===== src/rtl/i2c_slave_pkg.sv =====
// Shared encodings for the I2C target byte engine and any future I2C monitor.
package i2c_slave_pkg;

  typedef enum logic [3:0] {
    ST_IDLE     = 4'd0,
    ST_ADDR     = 4'd1,
    ST_ADDR_ACK = 4'd2,
    ST_WR_DATA  = 4'd3,
    ST_WR_ACK   = 4'd4,
    ST_RD_DATA  = 4'd5,
    ST_RD_ACK   = 4'd6,
    ST_IGNORE   = 4'd7
  } state_t;

  localparam logic I2C_ACK  = 1'b0;
  localparam logic I2C_NACK = 1'b1;

  localparam logic [6:0] DEFAULT_SLAVE_ADDR = 7'h50;

endpackage


===== src/rtl/i2c_slave_sync_edge.sv =====
// Synchronises SCL/SDA into CLK and flags SCL edges plus START/STOP conditions.
// Events are combinational from the last synchronised sample and its history flop.
module i2c_slave_sync_edge #(
  parameter int SYNC_STAGES = 2
) (
  input  logic CLK,
  input  logic RESET_N,
  input  logic SCL_I,
  input  logic SDA_I,
  output logic sda,
  output logic scl_rise,
  output logic scl_fall,
  output logic start,
  output logic stop
);

  logic [SYNC_STAGES-1:0] scl_sync;
  logic [SYNC_STAGES-1:0] sda_sync;
  logic                   scl_prev;
  logic                   sda_prev;
  logic                   scl_cur;

  always_ff @(posedge CLK) begin
    if (!RESET_N) begin
      scl_sync <= '1;
      sda_sync <= '1;
      scl_prev <= 1'b1;
      sda_prev <= 1'b1;
    end else begin
      scl_sync <= {scl_sync[SYNC_STAGES-2:0], SCL_I};
      sda_sync <= {sda_sync[SYNC_STAGES-2:0], SDA_I};
      scl_prev <= scl_sync[SYNC_STAGES-1];
      sda_prev <= sda_sync[SYNC_STAGES-1];
    end
  end

  assign scl_cur  = scl_sync[SYNC_STAGES-1];
  assign sda      = sda_sync[SYNC_STAGES-1];
  assign scl_rise = !scl_prev && scl_cur;
  assign scl_fall = scl_prev && !scl_cur;
  // SDA may only move while SCL is high for a START/STOP; require SCL high on both samples.
  assign start    = scl_prev && scl_cur && sda_prev && !sda;
  assign stop     = scl_prev && scl_cur && !sda_prev && sda;

endmodule


===== src/rtl/i2c_slave_byte.sv =====
// I2C target byte engine: address match, ACK/NACK, write-byte capture and read-byte shift-out.
// SDA only changes after a synchronised SCL fall; data is sampled on the synchronised SCL rise.
module i2c_slave_byte
  import i2c_slave_pkg::*;
#(
  parameter logic [6:0] SLAVE_ADDR  = DEFAULT_SLAVE_ADDR,
  parameter int         SYNC_STAGES = 2
) (
  input  logic       CLK,
  input  logic       RESET_N,
  input  logic       SCL_I,
  input  logic       SDA_I,
  output logic       SDA_O,
  output logic       SDA_T,
  input  logic       ACK_EN,
  output logic       RX_VALID,
  output logic [7:0] rx_data,
  output logic       TX_REQ,
  input  logic [7:0] tx_data,
  output logic       START_DET,
  output logic       STOP_DET,
  output logic       ADDR_HIT,
  output logic       RW,
  output logic       NACKED,
  output logic       BUSY
);

  state_t     state;
  logic [3:0] cnt;
  logic [6:0] shreg;
  logic [6:0] txsh;
  logic       ack_drv;
  logic       ack_en_q;

  logic sda, scl_rise, scl_fall, start, stop;

  i2c_slave_sync_edge #(
    .SYNC_STAGES(SYNC_STAGES)
  ) u_sync_edge (
    .CLK      (CLK),
    .RESET_N  (RESET_N),
    .SCL_I    (SCL_I),
    .SDA_I    (SDA_I),
    .sda      (sda),
    .scl_rise (scl_rise),
    .scl_fall (scl_fall),
    .start    (start),
    .stop     (stop)
  );

  always_ff @(posedge CLK) begin
    if (!RESET_N) begin
      state     <= ST_IDLE;
      cnt       <= 4'd0;
      shreg     <= 7'd0;
      txsh      <= 7'd0;
      ack_drv   <= 1'b0;
      ack_en_q  <= 1'b0;
      SDA_O     <= 1'b1;
      rx_data   <= 8'd0;
      RW        <= 1'b0;
      NACKED    <= 1'b0;
      RX_VALID  <= 1'b0;
      TX_REQ    <= 1'b0;
      START_DET <= 1'b0;
      STOP_DET  <= 1'b0;
      ADDR_HIT  <= 1'b0;
    end else begin
      RX_VALID  <= 1'b0;
      TX_REQ    <= 1'b0;
      START_DET <= 1'b0;
      STOP_DET  <= 1'b0;
      ADDR_HIT  <= 1'b0;
      if (stop) begin
        STOP_DET <= 1'b1;
        SDA_O    <= 1'b1;
        ack_drv  <= 1'b0;
        state    <= ST_IDLE;
      end else if (start) begin
        START_DET <= 1'b1;
        NACKED    <= 1'b0;
        cnt       <= 4'd0;
        SDA_O     <= 1'b1;
        ack_drv   <= 1'b0;
        state     <= ST_ADDR;
      end else begin
        case (state)
          ST_IDLE: ;
          ST_ADDR: if (scl_rise) begin
            shreg <= {shreg[5:0], sda};
            if (cnt == 4'd7) begin
              cnt <= 4'd0;
              if (shreg == SLAVE_ADDR) begin
                RW       <= sda;
                ADDR_HIT <= 1'b1;
                TX_REQ   <= sda;
                ack_drv  <= 1'b0;
                state    <= ST_ADDR_ACK;
              end else begin
                state <= ST_IGNORE;
              end
            end else begin
              cnt <= cnt + 4'd1;
            end
          end
          ST_ADDR_ACK: if (scl_fall) begin
            if (!ack_drv) begin
              SDA_O   <= I2C_ACK;
              ack_drv <= 1'b1;
            end else begin
              ack_drv <= 1'b0;
              if (RW) begin
                SDA_O <= tx_data[7];
                txsh  <= tx_data[6:0];
                cnt   <= 4'd1;
                state <= ST_RD_DATA;
              end else begin
                SDA_O <= 1'b1;
                cnt   <= 4'd0;
                state <= ST_WR_DATA;
              end
            end
          end
          ST_WR_DATA: if (scl_rise) begin
            shreg <= {shreg[5:0], sda};
            if (cnt == 4'd7) begin
              rx_data  <= {shreg, sda};
              RX_VALID <= 1'b1;
              cnt      <= 4'd0;
              ack_drv  <= 1'b0;
              state    <= ST_WR_ACK;
            end else begin
              cnt <= cnt + 4'd1;
            end
          end
          ST_WR_ACK: if (scl_fall) begin
            if (!ack_drv) begin
              SDA_O    <= ACK_EN ? I2C_ACK : I2C_NACK;
              ack_en_q <= ACK_EN;
              ack_drv  <= 1'b1;
            end else begin
              SDA_O   <= 1'b1;
              ack_drv <= 1'b0;
              cnt     <= 4'd0;
              state   <= ack_en_q ? ST_WR_DATA : ST_IGNORE;
            end
          end
          // cnt==0 means a fresh byte must be loaded; cnt==8 means bit 0 has been held.
          ST_RD_DATA: if (scl_fall) begin
            if (cnt == 4'd0) begin
              SDA_O <= tx_data[7];
              txsh  <= tx_data[6:0];
              cnt   <= 4'd1;
            end else if (cnt == 4'd8) begin
              SDA_O <= 1'b1;
              cnt   <= 4'd0;
              state <= ST_RD_ACK;
            end else begin
              SDA_O <= txsh[6];
              txsh  <= {txsh[5:0], 1'b0};
              cnt   <= cnt + 4'd1;
            end
          end
          ST_RD_ACK: if (scl_rise) begin
            if (sda == I2C_ACK) begin
              TX_REQ <= 1'b1;
              cnt    <= 4'd0;
              state  <= ST_RD_DATA;
            end else begin
              NACKED <= 1'b1;
              state  <= ST_IGNORE;
            end
          end
          ST_IGNORE: SDA_O <= 1'b1;
          default: begin
            SDA_O <= 1'b1;
            state <= ST_IDLE;
          end
        endcase
      end
    end
  end

  assign SDA_T = SDA_O;
  assign BUSY  = (state != ST_IDLE);

endmodule


===== config.mk =====
export PLATFORM = sky130hd
export DESIGN_NAME = i2c_slave_byte
export DESIGN_NICKNAME = d
export VERILOG_FILES = /design/src/rtl/i2c_slave_pkg.sv /design/src/rtl/i2c_slave_sync_edge.sv /design/src/rtl/i2c_slave_byte.sv
export SDC_FILE = /design/constraint.sdc
export NUM_CORES = 1
export LEC_CHECK = 0
export ABC_AREA = 1
export CAP_MARGIN = 30
export CORE_MARGIN = 4
export CORE_UTILIZATION = 50
export DETAILED_ROUTE_END_ITERATION = 16
export PLACE_DENSITY = 0.86
export SLEW_MARGIN = 20
export SYNTH_ARGS = -nofsm -noshare
export SYNTH_HDL_FRONTEND = slang
export SYNTH_HIERARCHICAL = 1
export SYNTH_SLANG_ARGS = --single-unit

===== constraint.sdc =====
create_clock -name CLK -period 1.54 [get_ports CLK]
set_input_delay 0.154 -clock CLK [delete_from_list [all_inputs] [get_ports CLK]]
set_output_delay 0.154 -clock CLK [all_outputs]
set_load 0.1 [all_outputs]

==> impl_metrics.csv <==
group,metric,value,unit
run_status,status,"complete, but fails checks",
run_status,violations,"setup timing",
grt,antenna_found_initial,0,
critical_path,start_kind,"flip-flop",
floorplanning,die_x,77.5,µm
drt,via_per_inst,5.46,
grt,grt_max_degree,36,
cells_and_area,fill_cells,357,
drt,drtIter0Drc,178,
timing,rsz0062_at_grt,"yes",
yosys,yosysSeqAreaShare,0.373,
yosys,syn_nets,403,
critical_path,end_kind,"flip-flop",
cells_and_area,drive_gt1_frac,0.294,
placement,place_congestion,0.944,
yosys,synthCells,388,
pwr,total_power,5050,µW
pwr,p_sw,2360,µW
yosys,syn_area,0.00241,mm²
cells_and_area,areaGrowthSynthToFinish,46.5,%
cts,hold_buffers,0,
pwr,combPwrFrac,0.567,
drt,dr.pass1.iters,7,
timing,final-max-slew-violation-count,0,
worst_hold_path,hold_path.class,"input port to flip-flop",
floorplanning,die_h,77.5,µm
timing,setup_viol,9,
yosys,ys.flop_type,"dfxtp_1",
placement,hpwl,5.23,mm
critical_path,required,1.79,ns
grt,grt.total_usage,0.245,
floorplanning,initial_utilization,0.514,
run,cap_violations,0,
timing,min_period,1.59,ns
placement,io_buffers,30,
timing,holdWs,0.366,ns
floorplanning,coreArea,0.00469,mm²
grt,grt_pass1_vias,2644,
cts,cts_buffers,5,
cts,path_clk_slew,0.09,ns
pwr,power.density,1430,mW/mm²
pwr,pwr-share-seq,0.287,
pwr,ir_drop,1.11,mV
cells_and_area,regArea,916,µm²
timing,relSlewSlack,0.783,
cells_and_area,antennaDiodeCount,0,
yosys,synth-async-reset-ratio,0,
pwr,leakagePower,0.00170,µW
critical_path,slowest_stage,"dfxtp_2",
yosys,synth_cell_types,27,
yosys,netlist.area_leader.share,0.373,
pwr,intPower,2680,µW
grt,grt_overflow,0,
critical_path,worst-path-buf-inv,3,
yosys,syn_area_per_cell,6.22,µm²
critical_path,critical_path_class,"flip-flop to flip-flop",
cts,cts_tree,"built",
timing,fin_skew,0.00488,ns
cells_and_area,final_nets,477,
placement,post-place-ws,-0.188,ns
critical_path,worst_ep_arrival_time,1.84,ns
timing,setup_ws,-0.0512,ns
timing,hold_viol_final,0,
drt,drc,0,
timing,worst_slew_pin_slew,0.323,ns
critical_path,cp_max_fo,5,
yosys,ys_ff_latch,45,
yosys,synthTopCellsByArea,"dfxtp_1 (37%), nand2_1 (16%), nor2_1 (14%)",
floorplanning,die_area,0.00600,mm²
cts,cts-root-buf,"clkbuf_8",
timing,finalCritPeriodShare,1.03,
timing,setup_tns,-0.271,ns
cts,ctsLongestPathBuffers,2,
floorplanning,fp-row-count,25,
drt,drt_wl_total,7.37,mm
cts,clock_latency,0.30,ns
pwr,p_clk_frac,0.145,
timing,clock.fmax,628,MHz
cells_and_area,multi_input_area,0.00146,mm²
critical_path,cp_top_family,"simple AND/OR/NAND/NOR gates",
drt,num_vias,2819,
drt,wl_per_cell,14.3,µm
critical_path,critPathMaxStageDelay,0.33,ns
floorplanning,ios,31,
cts,clkSinkCount,45,
drt,antenna_left,0,
critical_path,path_cells,"buf_4, nand2_2, nor2_2, nor3_4, buf_4, nand4_1, nor2_2, buf_4",
yosys,synth_edf_count,0,
grt,grt_first_pass_wirelength,12.0,mm
pwr,netSwitchingFraction,0.468,
cts,htreeDepth,2,
critical_path,timing.critical_path.mode_cell,"buf_4",
yosys,ys_warn_count,6,
yosys,yosysTopAreaCell,"dfxtp_1",
[cells by family (layout without fill, tap and decap cells)]
kind of cell / count (synthesis) / count (layout) / synth area share
compound gates: 41 / 41 / 0.0918
fa+ha+maj: 2 / 2 / 0.0104
buf+inv: 53 / 127 / 0.0949
flops: 45 / 45 / 0.373
simple gates: 247 / 247 / 0.429
[cell usage in the layout (no fill, tap or decap), drive strengths merged]
master	netlist	final
nand2	109	109
nor2	95	95
buf	6	64
dfxtp	45	45
inv	43	44
nand3	36	36
o21ai	25	25
clkdlybuf4s50	0	12
a21oi	10	10
clkbuf	3	5
nand4	4	4
nor3	3	3
o211ai	2	2
clkinv	1	2
a211oi	2	2
ha	2	2
a31oi	1	1
o311a	1	1
[Yosys cell counts, types with 2 or more instances]
library cell  number
nand2_1          106
nor2_1            88
dfxtp_1           45
inv_1             36
nand3_1           34
o21ai_0           22
a21oi_1           10
inv_2              6
nor2_2             5
nand4_1            4
buf_4              3
clkbuf_1           3
nand2_2            3
o21ai_1            3
a211oi_1           2
buf_6              2
ha_1               2
nand3_2            2
nor2_4             2
nor3_1             2
o211ai_1           2
[power by group through the flow]
stage | combinational (µW) | clock [µW] | sequential [µW]
2_1_floorplan | 1680 | 0 | 1480
3_3_place_gp | 2500 | 0 | 1450
3_5_place_dp | 2550 | 0 | 1450
4_1_cts | 2610 | 739 | 1430
5_1_grt | 3140 | 778 | 1460
6_report | 2860 | 733 | 1450
[worst min-delay path, cell delays in order]
cell,delay [ns]
clkdlybuf4s50_1,0.39
inv_1,0.05
nand2_1,0.04
[path summary, 6_finish.rpt]
path	start	end	slack (ns)	cells past startpoint
max	u_sync_edge/sda_sync[1]$_SDFF_PN1_	ADDR_HIT$_SDFF_PP0_	-0.05	8
min	SDA_I	u_sync_edge/sda_sync[0]$_SDFF_PN1_	0.37	3
max reg2reg	u_sync_edge/sda_sync[1]$_SDFF_PN1_	ADDR_HIT$_SDFF_PP0_	-0.05	8
min reg2reg	u_sync_edge/sda_sync[0]$_SDFF_PN1_	u_sync_edge/sda_sync[1]$_SDFF_PN1_	0.41	2
[cell type report]
type / instances / area share
multi-input combinational: 290 / 0.412
sequential: 45 / 0.259
timing repair buffer: 76 / 0.237
inverter: 44 / 0.0496
clock buffer: 5 / 0.0195
tap: 54 / 0.0191
clock inverter: 2 / 0.00389
[layer usage]
metal,vias up,routed length (µm),global-route usage
met2,121,3700,0.419
met5,-,0,0
met3,25,398,0.0499
met1,1304,3040,0.301
li1,1369,-,-
met4,0,235,0.0943
[state kept, by name, summed over array words and instances, names as in the netlist, 2 cells and up]
signal,count
cnt,4
shreg,7
rx_data,8
u_sync_edge/scl_sync,2
state,3
txsh,7
u_sync_edge/sda_sync,2
[what timing repair did]
action                     in CTS  in global routing
pin swaps                      10                 13
setup buffers                   3                  5
resized for setup              21                 45
setup endpoints to repair      27                 35
[per-stage QoR]
step / cells / utilization / instance area [µm²]
2_1_floorplan: 388 / - / 2420
4_1_cts: 511 / 0.715 / 3360
6_report: 516 / 0.753 / 3530
3_5_place_dp: 501 / 0.680 / 3190
3_3_place_gp: 501 / 0.680 / 3190
5_1_grt: 516 / 0.753 / 3530
(Power assumes the default switching activity.)
